`src/rtl/cpu_pkg.sv`:
```
// rtl/cpu_pkg.sv - shared opcode constants, field widths and fetch state encoding
package cpu_pkg;

  localparam int INSTR_W  = 16;
  localparam int ADDR_W   = 8;
  localparam int OPCODE_W = 4;
  localparam int REG_W    = 4;
  localparam int IMM_W    = 8;

  localparam logic [OPCODE_W-1:0] OP_AND   = 4'h0;
  localparam logic [OPCODE_W-1:0] OP_OR    = 4'h1;
  localparam logic [OPCODE_W-1:0] OP_ADD   = 4'h2;
  localparam logic [OPCODE_W-1:0] OP_SUB   = 4'h3;
  localparam logic [OPCODE_W-1:0] OP_LD    = 4'h4;
  localparam logic [OPCODE_W-1:0] OP_STORE = 4'h5;
  localparam logic [OPCODE_W-1:0] OP_JMP   = 4'h6;
  localparam logic [OPCODE_W-1:0] OP_HALT  = 4'hF;

  typedef enum logic [1:0] {
    IDLE   = 2'd0,
    REQ    = 2'd1,
    DECODE = 2'd2,
    HALTED = 2'd3
  } fetch_state_t;

endpackage

```
`src/rtl/fetch_pc_counter.sv`:
```
// rtl/fetch_pc_counter.sv - program counter with increment and load; load wins if both asserted
module fetch_pc_counter
  import cpu_pkg::*;
#(
  parameter logic [ADDR_W-1:0] RESET_VAL = 8'h00
) (
  input  logic              clk,
  input  logic              reset,
  input  logic              inc,
  input  logic              load,
  input  logic [ADDR_W-1:0] load_val,
  output logic [ADDR_W-1:0] pc
);

  logic [ADDR_W-1:0] r_pc;

  // Natural 8-bit overflow gives the FF -> 00 wrap.
  always_ff @(posedge clk or posedge reset) begin
    if (reset) begin
      r_pc <= RESET_VAL;
    end else if (load) begin
      r_pc <= load_val;
    end else if (inc) begin
      r_pc <= r_pc + 1'b1;
    end
  end

  assign pc = r_pc;

endmodule

```
`src/rtl/instr_fetch.sv`:
```
// rtl/instr_fetch.sv - instruction fetch unit: IDLE -> REQ -> DECODE loop, stops in HALTED
module instr_fetch
  import cpu_pkg::*;
#(
  parameter logic [ADDR_W-1:0]   RESET_PC    = 8'h00,
  parameter logic [OPCODE_W-1:0] HALT_OPCODE = 4'hF
) (
  input  logic                clk,
  input  logic                reset,
  output logic                mem_req,
  output logic [ADDR_W-1:0]   mem_addr,
  input  logic                mem_ack,
  input  logic [INSTR_W-1:0]  mem_rdata,
  input  logic                stall,
  input  logic                jump,
  input  logic [ADDR_W-1:0]   jump_target,
  output logic                instr_valid,
  output logic [OPCODE_W-1:0] opcode,
  output logic [REG_W-1:0]    rd,
  output logic [IMM_W-1:0]    imm,
  output logic [ADDR_W-1:0]   pc,
  output logic                halted
);

  fetch_state_t       r_state;
  fetch_state_t       w_state_nxt;
  logic [INSTR_W-1:0] r_ir;
  logic               w_pc_inc;
  logic               w_pc_load;
  logic               w_ir_load;

  always_ff @(posedge clk or posedge reset) begin
    if (reset) begin
      r_state <= IDLE;
    end else begin
      r_state <= w_state_nxt;
    end
  end

  // IR only captures in REQ, so acks arriving in any other state are dropped.
  always_ff @(posedge clk or posedge reset) begin
    if (reset) begin
      r_ir <= '0;
    end else if (w_ir_load) begin
      r_ir <= mem_rdata;
    end
  end

  always_comb begin
    w_state_nxt = r_state;
    w_pc_inc    = 1'b0;
    w_pc_load   = 1'b0;
    w_ir_load   = 1'b0;
    mem_req     = 1'b0;
    instr_valid = 1'b0;
    halted      = 1'b0;
    case (r_state)
      IDLE: begin
        w_state_nxt = REQ;
      end
      REQ: begin
        mem_req = 1'b1;
        if (mem_ack) begin
          w_ir_load   = 1'b1;
          w_pc_inc    = 1'b1;
          w_state_nxt = DECODE;
        end
      end
      DECODE: begin
        instr_valid = 1'b1;
        // Halt takes priority over a simultaneous jump.
        if (!stall) begin
          if (opcode == HALT_OPCODE) begin
            w_state_nxt = HALTED;
          end else begin
            w_pc_load   = jump;
            w_state_nxt = REQ;
          end
        end
      end
      HALTED: begin
        halted = 1'b1;
      end
      default: begin
        w_state_nxt = IDLE;
      end
    endcase
  end

  fetch_pc_counter #(
    .RESET_VAL (RESET_PC)
  ) u_pc (
    .clk      (clk),
    .reset    (reset),
    .inc      (w_pc_inc),
    .load     (w_pc_load),
    .load_val (jump_target),
    .pc       (pc)
  );

  assign mem_addr = pc;
  assign opcode   = r_ir[15:12];
  assign rd       = r_ir[11:8];
  assign imm      = r_ir[7:0];

endmodule

```
`config.mk`:
```
export PLATFORM = sky130hd
export DESIGN_NAME = instr_fetch
export DESIGN_NICKNAME = d
export VERILOG_FILES = /design/src/rtl/cpu_pkg.sv /design/src/rtl/fetch_pc_counter.sv /design/src/rtl/instr_fetch.sv
export SDC_FILE = /design/constraint.sdc
export NUM_CORES = 1
export LEC_CHECK = 0
export CAP_MARGIN = 20
export CORE_MARGIN = 4
export CORE_UTILIZATION = 32
export DETAILED_ROUTE_END_ITERATION = 7
export MAX_ROUTING_LAYER = met4
export PLACE_DENSITY = 0.77
export SYNTH_ARGS = -nofsm -noshare
export SYNTH_HDL_FRONTEND = slang
export SYNTH_HIERARCHICAL = 1
export SYNTH_SLANG_ARGS = --single-unit
export TNS_END_PERCENT = 30
```
`constraint.sdc`:
```
create_clock -name clk -period 3.5 [get_ports clk]
set_input_delay 0.35 -clock clk [delete_from_list [all_inputs] [get_ports clk]]
set_output_delay 0.35 -clock clk [all_outputs]
set_load 0.01 [all_outputs]
```
**Word-level counts from Yosys, hierarchy flattened**

Index checks and enable logic that the tools add are counted.
Widths: inputs -> output; s select.

- Register bits after elaboration: 26
- Bits of input ports: 29
- Output and inout port bits: 35
- Logic and storage cells: 28

- $add $sub $neg: 1
- Equality and inequality tests: 6
- Muxes and demuxes: 14
- Reductions and logical operators: 4

Operators by type and width:

| kind | number |
|---|---|
| $mux 8 | 2 |
| $add 8x1->8 const B | 1 |
| $mux 1 | 8 |
| $mux 2 | 3 |
| $pmux 2 s3 | 1 |
| $eq 2x2->1 const B | 2 |
| $eq 4x4->1 const B | 1 |
| $ne 2x2->1 const B | 2 |
| $reduce_and 3->1 | 1 |
| $reduce_bool 3->1 | 1 |
| $eq 2x1->1 const B | 1 |
| $logic_not 2->1 | 1 |
| $reduce_bool 2->1 | 1 |

**Depth between registers and ports, before layout**

- Word-level depth: 5
- Gate-level depth with buffers: 9
- Mapped depth without buffers: 7

**Modules after synthesis**

Netlist, hierarchy kept.

Modules (own cells, without submodules):

| module | instances | cells each | area an instance (µm²) | sequential area each (µm²) |
|---|---|---|---|---|
| instr_fetch | 1 | 62 | 894.6 | 450.4 |
| fetch_pc_counter | 1 | 50 | 445.4 | 200.2 |

**Worst setup path before layout**

No wires, ideal clock.

- Kind: register to register
- From: register r_state[1]
- To: register u_pc.r_pc[7], in the netlist u_pc/pc[7]
- Setup time: 69 ps
- Arrival time: 1857 ps
- Data required time: 3431 ps
- Setup slack: 1574 ps
- Cell stages (with the launch flop): 10
- Path buffers: 2
- Clock period less this slack: 1926 ps
- Path through: dfrtp_1 > inv_1 > ha_1 > nand2_2 > buf_6 > inv_1 > buf_2 > nand4_1 > or4_1 > nand3_1

- Word-level cells in the longest chain between the ends: 3
- Elaborated cells between the ends (all ways): 6
- Those cells by class: eq/ne: 2; mux: 3; reduce/logical: 1

Ends and longest elaborated chain:

| what | RTL line | text |
|---|---|---|
| start, declared | instr_fetch.sv:25 | `fetch_state_t r_state;` |
| start signal, assigned | instr_fetch.sv:36 | `r_state <= w_state_nxt;` |
| $eq 2x1->1 | n/a |  |
| $mux 1 | n/a |  |
| named net w_ir_load | instr_fetch.sv:30 | `logic w_ir_load;` |
| $reduce_bool 2->1 (no line) | n/a |  |
| end signal, assigned | fetch_pc_counter.sv:22 | `r_pc <= load_val;` |
| end signal, assigned | fetch_pc_counter.sv:24 | `r_pc <= r_pc + 1'b1;` |
| end, declared | fetch_pc_counter.sv:15 | `logic [ADDR_W-1:0] r_pc;` |

The timed path passes the listed nets, and every way through them passes these cells.
A chain may end at the register's enable or synchronous reset.

**Worst setup path after layout**

Ends and elaborated chain as after synthesis.

==> impl_results.md <==
* Status: complete, no violations
* Worst setup margin at around 1400 ps
* Die Y at between 70 and 80 µm
* Nets at approximately 200
* Worst-path clk slew at roughly 90 ps
* FF-to-FF path depth at 7
* Number of I/O pins at 64
* Pleak at 0.922 nW
* Max H-tree Level at 1
* Root buffer cell: clkbuf_8
* Synth warnings at 6
* Startpoint types: register
* Largest net degree at the start of global routing at 20
* Worst Tran Pin Value at about 930 ps
* CTS Buffer Depth at 2
* Async S/R FF share, synth at 100%
* Antenna violations before repair at 0
* Setup Skew at about 13 ps
* Crit path launch: r_state[1]
* Setup WS pre-CTS at around 1300 ps
* Global-route usage over all layers at between 10 and 15%
* FF-to-FF setup slack at roughly 1400 ps
* Period utilization at approximately three fifths
* Max VDD drop at about 0.18 mV
* Slew margin rel. at 37.8%
* Post-synth EDFFs at 0
* Vias in the first global route at around 1,100
* Hold Crit Class: input port to async pin
* Core area at approximately 4000 µm²
* Number of routed nets with antenna violations at 0
* Clk_lat worst skew at between 200 and 300 ps
* Crit path capture type: register
* Register area share after synthesis at between 40% and 50%
* Starting Density at 33.3%
* Ranking of synthesized cells by area: dfrtp_1 (49%), mux2_4 (10%), mux2_2 (5.9%), ha_1 (5.6%), buf_4 (4.5%)
* CP Max Fanout at 17
* Die area at about 5300 µm²
* Detailed placement HPWL at ~2300 µm
* Routed WL per cell at between 10 and 15 µm
* Post-route DRC at 0
* First-pass GRT wire length at slightly below 5000 µm
* Setup crit end: u_pc/pc[7]
* Area growth from synthesis to layout at 51.2%
* Die width at 72.7 µm
* Commonest cells after routing, fill and taps aside: clkdlybuf4s50_1 (63), dfrtp_1 (26), nand2_1 (10)
* Crit Path Class: register to register
* Final global-route overflow total at 0
* Synth Register Bits at 26
* # setup viols final at 0
* Final max-slew violation count at 0
* PostCTS Resize Cnt at 0
* Synth Cell Area at ~1300 µm²
* DR vias at around 1,000
* Min Clock Period, post-route at between 2000 and 2500 ps
* Hold Vio Cnt, Final at 0
* CTS tree: built
* Final wirelength at about 2900 µm
* Number of hold buffers added after cts at 0
* Vias per cell at 4.72
* DR pass1 iterations at 4
* PortBufs at 63
* F_max at around 470 MHz
* Share of the synthesized area in the top cell type at between 40 and 50%
* Reg-to-Reg End: u_pc/pc[7]
* Routability-driven placement congestion ratio at around 0.8
* TritonCTS sink count at 26
* Synthesized Nets at about 150
* Fin Setup TNS at 0 ps
* Max cap viols at 0
* Cell taking the most area after synthesis: dfrtp_1
* CP required at around 3700 ps
* Reg-to-reg startpoint: r_state[1]
* Avg Cell Area, Syn at between 10 and 15 µm²
* Row count at 23
* Crit path DAT at 2320 ps
* Commonest non-fill, non-tap cell in the layout: clkdlybuf4s50_1
* P per Cell Area at about 290 nW/µm²
* Initial drt markers at 65
* Share of layout cells above drive strength 1 at between 10 and 15%
* Inserted Clock Buffers at 3
* Unrepaired setup endpoints after global routing: no
* Synthesized instance count at 112
* Post-CTS setup buffers at 0
* N_diodes at 0
* Ys flop type: dfrtp_1
* Library cells used by synthesis at 27
==> sequential cells by signal, indices dropped and copies added, names as in the netlist <==
name,count
r_ir,16
r_state,2
u_pc/pc,8
==> worst min path at each step <==
stage,end,slack (ps),start,cells after the start
floorplan,u_pc/pc[0],170,reset,1
global placement,r_ir[7],490,r_ir[7],1
detailed placement,r_ir[8],490,r_ir[8],1
CTS,u_pc/pc[0],360,reset,2
global route,u_pc/pc[0],370,reset,2
finish,u_pc/pc[0],350,reset,2
==> synthesized netlist by cell type (2+ instances only) <==
master    count
dfrtp_1      26
or4_1         3
mux2_4        9
mux2i_1       2
nand4_1       3
nor2b_1       4
buf_4         8
nand3_1       5
nand2_1      10
clkbuf_1      2
mux2_2        7
o21ai_0       6
xor2_1        3
ha_1          6
inv_1         5
o21ai_1       2
==> routing by layer <==
| metal | up-vias | part of all wire, % | global-route usage, % |
|---|---|---|---|
| li1 | 490 | - | - |
| met1 | 489 | 43 | 14.7 |
| met2 | 43 | 47 | 19.4 |
| met3 | 2 | 8.9 | 3.72 |
| met4 | 0 | 0.58 | 3.89 |
| met5 | - | 0 | - |
==> area by class of cell <==
cell class,instances,area (µm²)
Clock buffer,3,41.3
Clock inverter,1,30.0
Fill cell,359,2000
Inverter,5,18.8
Multi-Input combinational cell,69,592
Sequential cell,26,651
Tap cell,50,62.6
Timing Repair Buffer,63,631
==> report_power, final <==
group	internal [mW]	switching, mW
registers	0.300	0
clock network	0.153	0.0911
logic	0.0275	0.0105
==> worst max-delay path, cell delays in order (launching register included) <==
cell	delay, ps
dfrtp_1	430
inv_1	130
ha_1	230
nand2_2	300
inv_1	320
nand4_1	140
or4_1	410
nand3_1	90
==> metrics by stage <==
| stage | instance area (µm²) | utilization (%) | power (mW) | hold WS, ps | cells |
|---|---|---|---|---|---|
| after floorplan | 1340 | - | 0.311 | 166 | 112 |
| after global placement | 1950 | 48.5 | 0.344 | 488 | 213 |
| after detailed placement | 1950 | 48.5 | 0.345 | 494 | 213 |
| after CTS | 2030 | 50.3 | 0.590 | 356 | 217 |
| after global routing | 2030 | 50.3 | 0.606 | 373 | 217 |
| final | 2030 | 50.3 | 0.582 | 354 | 217 |
==> cells by family (layout without fill, tap and decap cells) <==
kind of cell             count (synthesis)  in the layout  share of synthesized area [%]
multiplexers                            18             18                           17.5
AO/OA/AOI/OAI                           12             12                           6.07
XOR/XNOR                                 4              4                           2.61
adder cells (fa/ha/maj)                  6              6                           5.60
buffers and inverters                   17             72                           7.66
AND/OR/NAND/NOR                         29             29                           12.0
flip-flops                              26             26                           48.6
No activity file was read; power rests on OpenSTA's default activity.
